**config.mk**
```make
export PLATFORM = sky130hd
export DESIGN_NAME = uart_rx_byte
export DESIGN_NICKNAME = d
export VERILOG_FILES = /design/src/rtl/uart_pkg.sv /design/src/rtl/rx_sync.sv /design/src/rtl/uart_rx_byte.sv
export SDC_FILE = /design/constraint.sdc
export NUM_CORES = 1
export LEC_CHECK = 0
export BUFFER_PORTS_ARGS = -buffer_cell sky130_fd_sc_hd__buf_2
export CORE_ASPECT_RATIO = 1.25
export CORE_UTILIZATION = 63
export DETAILED_ROUTE_END_ITERATION = 8
export PLACE_DENSITY = 0.87
export SKIP_LAST_GASP = 1
export SLEW_MARGIN = 30
export SYNTH_ARGS = -nofsm -noshare
export SYNTH_HDL_FRONTEND = slang
export SYNTH_SLANG_ARGS = --single-unit
```
**constraint.sdc**
```tcl
create_clock -name sclk -period 4 [get_ports sclk]
set_input_delay 0.6 -clock sclk [delete_from_list [all_inputs] [get_ports sclk]]
set_output_delay 0.6 -clock sclk [all_outputs]
set_load 0.02 [all_outputs]
```
**src/rtl/uart_pkg.sv**
```systemverilog
// Shared UART definitions: receiver state encoding and baud divisor helper.
package uart_pkg;

  localparam int unsigned DATA_BITS = 8;
  localparam int unsigned BIT_CNT_W = 3;

  typedef enum logic [2:0] {
    ST_IDLE      = 3'd0,
    ST_START     = 3'd1,
    ST_DATA      = 3'd2,
    ST_PARITY    = 3'd3,
    ST_STOP      = 3'd4,
    ST_WAIT_HIGH = 3'd5
  } rx_state_e;

  // sclk cycles per bit for a given clock and line rate
  function automatic int unsigned baud_cnt_max(input int unsigned clk_freq,
                                               input int unsigned baud);
    return clk_freq / baud;
  endfunction

endpackage

```
**src/rtl/rx_sync.sv**
```systemverilog
// Two-flop synchronizer for the asynchronous rx line plus an edge-detect flop.
// All flops reset high so an idle line never produces a spurious falling edge.
module rx_sync (
  input  logic sclk,
  input  logic rst_n,
  input  logic rx,
  output logic rx_s,
  output logic fall
);

  logic [2:0] sync_q;
  logic [2:0] sync_d;

  // shift the raw line through the chain; [1] is the synced value, [2] its delay
  always_comb begin
    sync_d = {sync_q[1:0], rx};
  end

  // synchronizer / edge-capture registers
  always_ff @(posedge sclk or negedge rst_n) begin
    if (!rst_n) begin
      sync_q <= 3'b111;
    end else begin
      sync_q <= sync_d;
    end
  end

  assign rx_s = sync_q[1];
  assign fall = sync_q[2] & ~sync_q[1];

endmodule

```
**src/rtl/uart_rx_byte.sv**
```systemverilog
// UART byte receiver: 8N1 by default, 8E1 when UART_RX_PARITY_EN is defined.
// Good bytes appear on po_data with a one-cycle po_flag; framing and parity
// errors raise their own one-cycle strobes and leave po_data untouched.
module uart_rx_byte
  import uart_pkg::*;
#(
  parameter int unsigned CLK_FREQ = 50_000_000,
  parameter int unsigned BAUD     = 9600
) (
  input  logic       sclk,
  input  logic       rst_n,
  input  logic       rx,
  output logic [7:0] po_data,
  output logic       po_flag,
  output logic       frame_err,
  output logic       parity_err
);

  localparam int unsigned BAUD_CNT_MAX = baud_cnt_max(CLK_FREQ, BAUD);
  localparam int unsigned CNT_W        = $clog2(BAUD_CNT_MAX);
  localparam logic [CNT_W-1:0] CNT_LAST   = CNT_W'(BAUD_CNT_MAX - 1);
  localparam logic [CNT_W-1:0] CNT_SAMPLE = CNT_W'(BAUD_CNT_MAX / 2 - 1);

  logic rx_s;
  logic fall;

  rx_sync u_rx_sync (
    .sclk  (sclk),
    .rst_n (rst_n),
    .rx    (rx),
    .rx_s  (rx_s),
    .fall  (fall)
  );

  rx_state_e              state_q, state_d;
  logic [CNT_W-1:0]       cnt_q, cnt_d;
  logic [BIT_CNT_W-1:0]   bit_cnt_q, bit_cnt_d;
  logic [DATA_BITS-1:0]   shift_q, shift_d;
  logic [DATA_BITS-1:0]   po_data_q, po_data_d;
  logic                   po_flag_q, po_flag_d;
  logic                   frame_err_q, frame_err_d;
`ifdef UART_RX_PARITY_EN
  logic                   parity_bad_q, parity_bad_d;
  logic                   parity_err_q, parity_err_d;
`endif

  logic at_sample;
  assign at_sample = (cnt_q == CNT_SAMPLE);

  // next-state, baud timing, bit assembly and strobe generation
  always_comb begin
    state_d     = state_q;
    cnt_d       = cnt_q;
    bit_cnt_d   = bit_cnt_q;
    shift_d     = shift_q;
    po_data_d   = po_data_q;
    po_flag_d   = 1'b0;
    frame_err_d = 1'b0;
`ifdef UART_RX_PARITY_EN
    parity_bad_d = parity_bad_q;
    parity_err_d = 1'b0;
`endif

    if (state_q != ST_IDLE) begin
      cnt_d = (cnt_q == CNT_LAST) ? '0 : cnt_q + CNT_W'(1);
    end

    case (state_q)
      ST_IDLE: begin
        if (fall) begin
          state_d   = ST_START;
          cnt_d     = '0;
          bit_cnt_d = '0;
        end
      end
      ST_START: begin
        // a start bit that is high again at midpoint was a glitch
        if (at_sample) begin
          state_d = rx_s ? ST_IDLE : ST_DATA;
        end
      end
      ST_DATA: begin
        if (at_sample) begin
          shift_d   = {rx_s, shift_q[DATA_BITS-1:1]};
          bit_cnt_d = bit_cnt_q + BIT_CNT_W'(1);
          if (bit_cnt_q == BIT_CNT_W'(DATA_BITS - 1)) begin
`ifdef UART_RX_PARITY_EN
            state_d = ST_PARITY;
`else
            state_d = ST_STOP;
`endif
          end
        end
      end
`ifdef UART_RX_PARITY_EN
      ST_PARITY: begin
        // even parity: data bits XOR parity bit must be zero
        if (at_sample) begin
          parity_bad_d = ^{shift_q, rx_s};
          state_d      = ST_STOP;
        end
      end
`endif
      ST_STOP: begin
        // back to IDLE at the stop midpoint to catch the next start early
        if (at_sample) begin
          if (rx_s) begin
            state_d = ST_IDLE;
`ifdef UART_RX_PARITY_EN
            if (parity_bad_q) begin
              parity_err_d = 1'b1;
            end else begin
              po_data_d = shift_q;
              po_flag_d = 1'b1;
            end
`else
            po_data_d = shift_q;
            po_flag_d = 1'b1;
`endif
          end else begin
            frame_err_d = 1'b1;
            state_d     = ST_WAIT_HIGH;
          end
        end
      end
      ST_WAIT_HIGH: begin
        // a held-low break must release before a new start is accepted
        if (rx_s) begin
          state_d = ST_IDLE;
        end
      end
      default: begin
        state_d = ST_IDLE;
      end
    endcase
  end

  // state and output registers
  always_ff @(posedge sclk or negedge rst_n) begin
    if (!rst_n) begin
      state_q     <= ST_IDLE;
      cnt_q       <= '0;
      bit_cnt_q   <= '0;
      shift_q     <= '0;
      po_data_q   <= '0;
      po_flag_q   <= 1'b0;
      frame_err_q <= 1'b0;
`ifdef UART_RX_PARITY_EN
      parity_bad_q <= 1'b0;
      parity_err_q <= 1'b0;
`endif
    end else begin
      state_q     <= state_d;
      cnt_q       <= cnt_d;
      bit_cnt_q   <= bit_cnt_d;
      shift_q     <= shift_d;
      po_data_q   <= po_data_d;
      po_flag_q   <= po_flag_d;
      frame_err_q <= frame_err_d;
`ifdef UART_RX_PARITY_EN
      parity_bad_q <= parity_bad_d;
      parity_err_q <= parity_err_d;
`endif
    end
  end

  assign po_data   = po_data_q;
  assign po_flag   = po_flag_q;
  assign frame_err = frame_err_q;
`ifdef UART_RX_PARITY_EN
  assign parity_err = parity_err_q;
`else
  assign parity_err = 1'b0;
`endif

endmodule

```
==> results of run 1 <==
[stage by stage]
| stage | setup slack, ns | cells |
|---|---|---|
| after floorplan | 2.36 | 173 |
| after global placement | 1.99 | 212 |
| after detailed placement | 1.92 | 212 |
| after CTS | 1.90 | 220 |
| after global routing | 1.77 | 220 |
| final | 1.92 | 220 |
[registers in the layout, summed over array words and instances (netlist names)]
| name | count |
|---|---|
| cnt_q | 13 |
| po_data | 8 |
| shift_q | 8 |
| bit_cnt_q | 3 |
| state_q | 3 |
| u_rx_sync.sync_q | 3 |
| frame_err | 1 |
| po_flag | 1 |
[metal layers]
metal	track usage (%)	up-vias
met5	0	-
li1	-	667
met2	41.2	35
met3	5.63	8
met1	31.9	693
met4	11.5	0
[area by class of cell]
| cell class | instances | area (µm²) |
|---|---|---|
| inverter | 4 | 15.0 |
| sequential | 40 | 1000 |
| tap | 36 | 45.0 |
| clock buffer | 5 | 37.5 |
| timing repair buffer | 12 | 62.6 |
| fill | 210 | 861 |
| multi-input combinational | 120 | 877 |
| clock inverter | 3 | 42.5 |
[worst max-delay path, delay by kind of cell, from the launching register on]
| family | cells | cell delay [ns] |
|---|---|---|
| simple gates | 3 | 0.97 |
| fa+ha+maj | 1 | 0.25 |
| flops | 1 | 0.41 |
| mux | 1 | 0.35 |
[cells in the final DEF, fill, tap and decap left out, types with 3 or more instances in the layout]
cell type and instances:
dfrtp_1 37, mux2_2 18, nand2_1 16, buf_2 11, nor2_1 10, a31oi_1 7, o21ai_0 6, nand3_1 5
nand4_1 5, clkbuf_4 5, a21oi_1 4, inv_1 4, and4bb_2 3, and3_1 3, nand2b_1 3, a41oi_1 3
nor4_1 3, o211ai_1 3, ha_1 3, dfstp_2 3
[report_power, final]
group / total, W / internal (W) / switching [W]
clock network: 0.000268 / 0.000130 / 0.000138
logic: 0.000134 / 0.0000585 / 0.0000756
registers: 0.000496 / 0.000439 / 0.0000577
total: 0.000898 / 0.000627 / 0.000271
[path summary, 6_finish.rpt]
kind / slack (ns) / startpoint / endpoint / cells past startpoint
hold reg to reg: 0.36 / u_rx_sync.sync_q[0]$_DFF_PN1_ / u_rx_sync.sync_q[1]$_DFF_PN1_ / 0
setup / recovery: 1.92 / cnt_q[1]$_DFF_PN0_ / po_data[0]$_DFFE_PN0P_ / 5
max in group asynchronous: 3.45 / rst_n / u_rx_sync.sync_q[0]$_DFF_PN1_ / 1
setup reg to reg: 1.92 / cnt_q[1]$_DFF_PN0_ / po_data[0]$_DFFE_PN0P_ / 5
hold / removal: 0.19 / rst_n / cnt_q[6]$_DFF_PN0_ / 1
min in group sclk: 0.34 / rx / u_rx_sync.sync_q[0]$_DFF_PN1_ / 1
[Yosys cell counts, types with 2 or more instances]
cell type	count	area share (%)
o21ai_0	6	1.5
nor2_1	10	1.9
and4bb_2	3	1.9
and3_1	3	0.95
nand3_1	5	1.3
a21oi_1	4	1.0
a31oi_1	7	2.2
nand3_2	2	1.0
buf_6	4	2.3
nand2b_1	3	0.95
ha_1	3	1.9
o31ai_1	2	0.76
a41oi_1	3	1.3
dfstp_2	3	4.0
dfrtp_1	37	47
nand2_1	16	3.1
buf_2	2	0.51
nand4_1	5	1.6
nand3b_1	2	0.76
o211ai_1	3	1.1
mux2_2	18	10
nor3_1	2	0.51
nor4_1	3	0.95
clkbuf_1	2	0.38
inv_1	4	0.76
[logic make-up after synthesis]
kind of cell	count (synthesis)	synth area share (%)
AND/OR/NAND/NOR	65	19.7
flip-flops	40	51.1
AO/OA/AOI/OAI	33	12.5
multiplexers	18	10.3
buffers and inverters	13	4.33
adder cells (fa/ha/maj)	3	1.91
other	1	0.191
==> results.py, run 1 <==
metrics = {
    "synth": {
        "async_reset_ff_share_pct": 100,
        "synthFlopType": "dfrtp_1",
        "syn_area_mm2": 0.00197,
        "synth_nets": 179,
        "yosys_warnings": 0,
        "yosysSeqAreaShare_pct": 51.1,
        "synth-seq-cells": 40,
        "avgSynthCellArea_um2": 11.4,
        "synth_edf_count": 0,
        "netlist-cell-type-count": 46,
        "syn_inst": 173,
    },
    "routing": {
        "ant_nets": 0,
        "routed_via_density": 6.38,
        "drt-met1-wl_mm": 1.52,
        "drt-pass1-iter-count": 4,
        "wl_mm": 3.58,
        "wire_per_inst_um": 16.3,
        "top_layer_used": "met4",
        "drc": 0,
        "route.met3.wl_um": 140,
        "drt_iter0_drc": 45,
        "dr_wl_met2_mm": 1.85,
        "vias": 1403,
    },
    "placed_design": {
        "placed_area_mm2": 0.00200,
        "portBuffers": 12,
        "gp_congestion": 0.875,
        "dpl.hpwl_mm": 2.57,
    },
    "sta": {
        "rsz0062_at_grt": "false",
        "worst_slew_pin_slew_ns": 0.550,
        "hold-worst-slack_ns": 0.186,
        "finalCriticalPeriod_ns": 2.08,
        "drv_slew": 0,
        "final-setup-viol-count": 0,
        "setup_tns_ns": 0,
        "skew_ns": 0.0162,
        "maxSlewHeadroom_pct": 63.1,
        "timing.fmax_mhz": 482,
        "timing.final.crit_share_pct": 51.9,
        "hold_viol": 0,
    },
    "clock_tree": {
        "clock_latency_ns": 0.36,
        "clk_pin_slew_ns": 0.13,
        "clockBufferDepth": 2,
        "post_cts_buffers": 0,
        "cts_made_buffers": 5,
        "cts_tree": "built",
        "h-tree-depth": 2,
        "hold_buffers": 0,
        "cts_repair_resize_count": 0,
        "clock_sinks": 40,
        "root_buffer": "clkbuf_4",
    },
    "die": {
        "core_area_mm2": 0.00295,
        "die_width_um": 52.0,
        "die_area_mm2": 0.00335,
        "die_y_um": 64.5,
        "io_pins": 14,
        "rows": 22,
        "initial_core_util_pct": 66.8,
    },
    "global_route": {
        "grt_pass1_vias": 1314,
        "grt_util_all_layers_pct": 25.4,
        "antenna_found_initial": 0,
        "grt_max_degree": 41,
        "grt_pass1_wl_mm": 6.22,
        "grt_overflow": 0,
    },
    "job": {
        "max_cap_violations": 0,
    },
    "worst_setup_path": {
        "path_cells": "ha_1, nor4bb_1, and3_1, nand3_2, mux2_2",
        "crit_type": "reg2reg",
        "crit_required_ns": 4.24,
        "path_max_fanout": 13,
        "cp_data_arrival_time_ns": 2.32,
        "critPathMaxStageDelay_ns": 0.49,
        "end_kind": "flop",
        "critPathLaunchType": "flop",
        "cpMaxStageDelayCell": "and3_1",
    },
    "worst_hold_path": {
        "hold_class": "in2async",
    },
    "power_and_ir_drop": {
        "power.density_mw_per_mm2": 431,
        "p_total_w": 0.000898,
        "p_leak_nw": 0.950,
        "vdd_drop_max_mv": 0.364,
    },
    "layout": {
        "final_cell_area_mm2": 0.00208,
        "syn_to_final_growth_pct": 5.98,
        "utilization_pct": 70.8,
        "nNetsFinal": 189,
        "insertedDiodeCount": 0,
        "drive_gt1_share_pct": 26.1,
    },
    "outcome": {
        "status": "finished, final reports clean",
    },
}
(Power assumes the default switching activity.)
==> inputs of run 2 (changes only) <==
CORE_UTILIZATION = 53   (was 63)
PLACE_DENSITY = 0.78   (was 0.87)
clock period = 1.7 ns   (was 4 ns; I/O delays follow)
==> results.py, run 2 (same netlist as run 1, synthesis figures left out) <==
metrics = {
    "worst_setup_path": {
        "crit_required_ns": 1.92,
        "crit_type": "reg2reg",
        "path_cells": "ha_2, buf_4, and2_4, a41oi_4, buf_6, a41oi_2, a31oi_1",
        "startpoint": "cnt_q[0]$_DFF_PN0_",
        "worstRegToRegCells": 7,
        "critPathMaxStageDelay_ns": 0.39,
        "crit_family": "compound AO/OA/AOI/OAI gates",
        "cpMaxStageDelayCell": "dfrtp_1",
        "path_depth": 7,
        "path_max_fanout": 6,
        "end_kind": "flop",
        "reg2reg_to": "cnt_q[3]$_DFF_PN0_",
        "r2r_start": "cnt_q[0]$_DFF_PN0_",
        "crit_buf_inv": 2,
        "r2r_slack_ns": -0.02,
        "cp_data_arrival_time_ns": 1.94,
        "critPathLaunchType": "flop",
        "cp-endpoint": "cnt_q[3]$_DFF_PN0_",
    },
    "die": {
        "rows": 24,
        "core_area_mm2": 0.00351,
        "initial_core_util_pct": 56.0,
        "io_pins": 14,
        "die_width_um": 56.5,
        "die_area_mm2": 0.00396,
        "die_y_um": 70.1,
    },
    "outcome": {
        "violations": "setup timing",
        "status": "finished with violations",
    },
    "layout": {
        "insertedDiodeCount": 0,
        "final_common_cell": "dfrtp_1",
        "multiInputGateArea_um2": 948,
        "top_register": "cnt_q",
        "final_cell_mix": "dfrtp_1, buf_4, mux2_2, nand2_1, buf_2",
        "nNetsFinal": 214,
        "register_area_mm2": 0.00100,
        "syn_to_final_growth_pct": 21.3,
        "stdcell_count": 248,
        "drive_gt1_share_pct": 40.7,
        "nFillCells": 270,
        "largest_reg_flops": 13,
    },
    "routing": {
        "ant_nets": 0,
        "wl_mm": 4.18,
        "drc": 0,
        "wire_per_inst_um": 16.9,
        "drt_iter0_drc": 88,
        "drt-pass1-iter-count": 4,
        "vias": 1514,
        "routed_via_density": 6.10,
    },
    "global_route": {
        "grt_pass1_vias": 1506,
        "grt_pass1_wl_mm": 6.82,
        "grt_max_degree": 41,
        "grt_util_all_layers_pct": 22.6,
        "grt_overflow": 0,
        "antenna_found_initial": 0,
    },
    "power_and_ir_drop": {
        "p_total_w": 0.00236,
        "power.density_mw_per_mm2": 988,
        "swShare_pct": 30.7,
        "p_leak_nw": 1.12,
        "vdd_drop_max_mv": 0.887,
        "power_switching_w": 0.000723,
        "pwr-share-clk_pct": 26.5,
        "combPwrFrac_pct": 27.1,
        "seqPwrFrac_pct": 46.4,
        "internal_power_w": 0.00163,
    },
    "clock_tree": {
        "cts_tree": "built",
        "clk_pin_slew_ns": 0.08,
        "hold_buffers": 0,
        "clockBufferDepth": 2,
        "clock_sinks": 40,
        "cts_made_buffers": 5,
        "clock_latency_ns": 0.30,
        "root_buffer": "clkbuf_8",
        "h-tree-depth": 2,
    },
    "sta": {
        "timing.final.ws_setup_ns": -0.0224,
        "rsz0062_at_grt": "true",
        "timing.fmax_mhz": 581,
        "timing.final.crit_share_pct": 101,
        "hold_viol": 0,
        "final-setup-viol-count": 3,
        "drv_slew": 0,
        "finalCriticalPeriod_ns": 1.72,
        "skew_ns": 0.00927,
    },
    "placed_design": {
        "dpl.hpwl_mm": 2.91,
        "gp_congestion": 0.862,
        "portBuffers": 12,
        "place_inst": 237,
    },
    "worst_hold_path": {
        "hold_class": "in2async",
    },
    "job": {
        "max_cap_violations": 0,
    },
}
[run 2: cell types whose count changed in the layout (fill, tap and decap cells not counted), moves of 3 or more]
cell      before  now
a41oi_2        0    3
buf_4          1   22
o21ai_0        6    3
clkbuf_8       0    5
clkbuf_4       5    0
o21ai_1        0    3
a41oi_1        3    0
[run 2: per-stage QoR]
step	setup TNS [ns]	area [µm²]	util (%)	hold slack, ns	setup slack [ns]
floorplan	0	1970	-	-0.0406	0.0619
global placement	0	2180	62.1	0.331	0.0210
detailed placement	-0.0929	2180	62.1	0.335	-0.0522
CTS	-0.0317	2280	64.9	0.0141	-0.0317
global route	-1.18	2390	67.9	0.0390	-0.116
finish	-0.0401	2390	67.9	0.000494	-0.0224
[run 2: routing by layer]
metal	wire length, µm	track usage, %	share of wire (%)	up-vias
met2	2150	37.0	51	33
met1	1770	28.0	42	751
met3	134	5.56	3.2	11
li1	-	-	-	719
met5	0	0	0	-
met4	133	10.3	3.2	0
[run 2: power groups by stage]
stage	registers (W)	logic [W]	clock network, W
finish	0.00109	0.000639	0.000624
global route	0.00110	0.000694	0.000683
CTS	0.00109	0.000549	0.000641
detailed placement	0.00111	0.000547	0
global placement	0.00111	0.000526	0
floorplan	0.00112	0.000287	0
[run 2: worst min path at each step]
| stage | from | endpoint | cells past startpoint |
|---|---|---|---|
| global placement | rst_n | bit_cnt_q[0]$_DFFE_PN0P_ | 2 |
| floorplan | rst_n | bit_cnt_q[0]$_DFFE_PN0P_ | 0 |
| global route | rst_n | bit_cnt_q[2]$_DFFE_PN0P_ | 2 |
| CTS | rst_n | bit_cnt_q[1]$_DFFE_PN0P_ | 2 |
| finish | rst_n | bit_cnt_q[1]$_DFFE_PN0P_ | 2 |
| detailed placement | rst_n | bit_cnt_q[1]$_DFFE_PN0P_ | 2 |
[run 2: what timing repair did]
item                       4_1_cts  5_1_grt
buffers inserted                 0        2
cloned                           0        1
setup endpoints to repair       20       28
pin swaps                        1        6
resized for setup                2       16
[run 2: layout make-up]
cell class                      count  area share [%]
Clock buffer                        5            2.88
Clock inverter                      3           0.787
Inverter                            4           0.629
Multi-Input combinational cell    120            39.7
Sequential cell                    40            42.1
Tap cell                           39            2.05
Timing Repair Buffer               37            11.8
==> inputs of run 3 (changes only) <==
ABC_AREA = 1   (was unset)
CORE_UTILIZATION = 54   (was 53)
PLACE_DENSITY = 0.79   (was 0.78)
clock period = 1.55 ns   (was 1.7 ns; I/O delays follow)
==> results.py, run 3 <==
metrics = {
    "outcome": {
        "status": "finished, final reports clean",
    },
    "sta": {
        "finalCriticalPeriod_ns": 1.47,
        "timing.final.crit_share_pct": 94.5,
        "rsz0062_at_grt": "true",
        "final-setup-viol-count": 0,
        "hold-worst-slack_ns": 0.0296,
        "skew_ns": 0.00800,
        "setup_tns_ns": 0,
        "drv_slew": 0,
        "timing.fmax_mhz": 682,
        "hold_viol": 0,
    },
    "clock_tree": {
        "clock_latency_ns": 0.30,
        "root_buffer": "clkbuf_8",
        "clk_pin_slew_ns": 0.08,
        "h-tree-depth": 2,
        "clock_sinks": 40,
        "cts_made_buffers": 5,
        "clockBufferDepth": 2,
        "cts_tree": "built",
    },
    "layout": {
        "insertedDiodeCount": 0,
        "stdcell_count": 324,
        "nNetsFinal": 275,
        "final_common_cell": "nand2_1",
        "register_area_mm2": 0.00101,
        "top_register": "cnt_q",
        "drive_gt1_share_pct": 35.6,
        "multiInputGateArea_mm2": 0.00102,
        "syn_to_final_growth_pct": 16.4,
        "final_cell_area_mm2": 0.00251,
        "final_cell_mix": "nand2_1, dfrtp_1, inv_1, nor2_1, nand3_1",
        "nFillCells": 297,
        "largest_reg_flops": 13,
    },
    "die": {
        "core_area_mm2": 0.00378,
        "io_pins": 14,
        "die_area_mm2": 0.00425,
        "initial_core_util_pct": 56.9,
        "die_width_um": 58.5,
        "rows": 25,
        "die_y_um": 72.6,
    },
    "routing": {
        "wire_per_inst_um": 12.2,
        "vias": 1643,
        "drc": 0,
        "ant_nets": 0,
        "routed_via_density": 5.07,
        "drt_iter0_drc": 40,
        "wl_mm": 3.95,
        "drt-pass1-iter-count": 4,
    },
    "synth": {
        "synth_top_cell_by_area": "dfrtp_1",
        "yosys_warnings": 0,
        "yosysTopAreaCellShare_pct": 43.0,
        "syn_area_mm2": 0.00215,
        "netlist-cell-type-count": 33,
        "synth_common_cells": "nand2_1, dfrtp_1, inv_1, nor2_1, nand3_1",
        "yosys.cell_count.top_type": "nand2_1",
        "async_reset_ff_share_pct": 100,
        "synthFlopType": "dfrtp_1",
        "synth_edf_count": 0,
        "synth_nets": 247,
        "yosys-top-cells-area": "dfrtp_1, nand2_1, dfstp_2",
        "synth-seq-cells": 40,
        "avgSynthCellArea_um2": 8.94,
        "yosysSeqAreaShare_pct": 46.6,
        "syn_inst": 241,
    },
    "worst_setup_path": {
        "cp_data_arrival_time_ns": 1.67,
        "path_max_fanout": 6,
        "critPathMaxStageDelay_ns": 0.43,
        "crit_required_ns": 1.76,
        "crit_top_cell": "nand2_1",
        "crit_type": "reg2reg",
        "cpMaxStageDelayCell": "dfrtp_1",
        "critPathLaunchType": "flop",
        "crit_family": "simple AND/OR/NAND/NOR gates",
        "end_kind": "flop",
        "path_cells": "ha_4, nand2_1, nor2_1, nand3_1, nand2_1, o21ai_0",
        "crit_buf_inv": 0,
    },
    "power_and_ir_drop": {
        "power.density_mw_per_mm2": 1340,
        "vdd_drop_max_mv": 0.992,
        "p_leak_nw": 1.20,
        "combPwrFrac_pct": 35.7,
        "swShare_pct": 38.7,
        "internal_power_w": 0.00205,
        "pwr-share-clk_pct": 25.9,
        "power_switching_w": 0.00130,
        "seqPwrFrac_pct": 38.4,
        "p_total_w": 0.00335,
    },
    "placed_design": {
        "dpl.hpwl_mm": 2.76,
        "placed_area_mm2": 0.00229,
        "place_inst": 308,
        "portBuffers": 12,
        "gp_congestion": 0.914,
    },
    "job": {
        "max_cap_violations": 0,
    },
    "global_route": {
        "grt_util_all_layers_pct": 20.7,
        "grt_overflow": 0,
        "grt_pass1_vias": 1517,
        "antenna_found_initial": 0,
        "grt_max_degree": 41,
        "grt_pass1_wl_mm": 6.65,
    },
    "worst_hold_path": {
        "hold_class": "in2reg",
    },
}
-- run 3: changes by cell type in the layout (fill, tap and decap cells not counted), sizes merged, moves of 5 or more --
cell,before,now
mux2,18,0
buf,36,23
nand2,16,70
inv,4,30
o21ai,6,17
a21oi,4,9
o22ai,1,6
a31oi,7,0
nand3,7,16
nor2,10,27
xor2,0,5
-- run 3: kinds of logic after synthesis --
group / Yosys count / share of synthesized area [%]
xor gates and xnor gates: 5 / 2.03
DFF: 40 / 46.6
and+or+nand+nor: 126 / 30.9
buffers and inverters: 34 / 6.91
other: 1 / 0.174
adders and majority gates: 3 / 1.74
AOI/OAI and AO/OA: 32 / 11.6
-- run 3: layout make-up --
type,count,share of cell area (%)
clock inverter,3,1.85
sequential,40,40.1
tap,54,2.69
multi-input combinational,167,40.8
clock buffer,5,2.74
timing repair buffer,24,7.08
inverter,31,4.74
-- run 3: power groups by stage --
stage,registers [W],clock network [W],logic (W)
2_1_floorplan,0.00128,0,0.000865
3_3_place_gp,0.00129,0,0.00111
3_5_place_dp,0.00130,0,0.00112
4_1_cts,0.00128,0.000884,0.00114
5_1_grt,0.00130,0.000935,0.00134
6_report,0.00129,0.000866,0.00120
-- run 3: repair_timing --
| action | 4_1_cts | 5_1_grt |
|---|---|---|
| buffers inserted | 2 | 5 |
| pin swaps | 2 | 3 |
| setup endpoints to repair | 11 | 13 |
| hold endpoints to repair | 37 | 0 |
| gates resized for setup | 1 | 5 |
| hold buffers | 1 | 0 |
-- run 3: metal layers --
metal	vias to the layer above	GRT usage (%)	wire length [µm]	part of all wire, %
met1	768	24.2	1660	42
met2	40	36.3	2060	52
met5	-	0	0	0
met3	11	4.96	139	3.5
li1	824	-	-	-
met4	0	8.20	86	2.2
-- run 3: per-stage QoR --
step                utilization [%]  setup slack, ns
floorplan                         -            0.169
global placement               60.6           0.0806
detailed placement             60.6           0.0155
CTS                            64.7           0.0179
global route                   66.3          -0.0418
finish                         66.3           0.0847
-- run 3: worst paths after layout --
path                                                from                            end  slack (ns)  depth (start not counted)
max in group asynchronous                          rst_n             cnt_q[7]$_DFF_PN0_        0.67                          3
setup / recovery                      cnt_q[1]$_DFF_PN0_             cnt_q[0]$_DFF_PN0_        0.08                          6
hold reg to reg            u_rx_sync.sync_q[0]$_DFF_PN1_  u_rx_sync.sync_q[1]$_DFF_PN1_        0.36                          0
setup reg to reg                      cnt_q[1]$_DFF_PN0_             cnt_q[0]$_DFF_PN0_        0.08                          6
hold / removal                                        rx  u_rx_sync.sync_q[0]$_DFF_PN1_        0.03                          1
min in group asynchronous                          rst_n         state_q[0]$_DFFE_PN0P_        0.52                          3
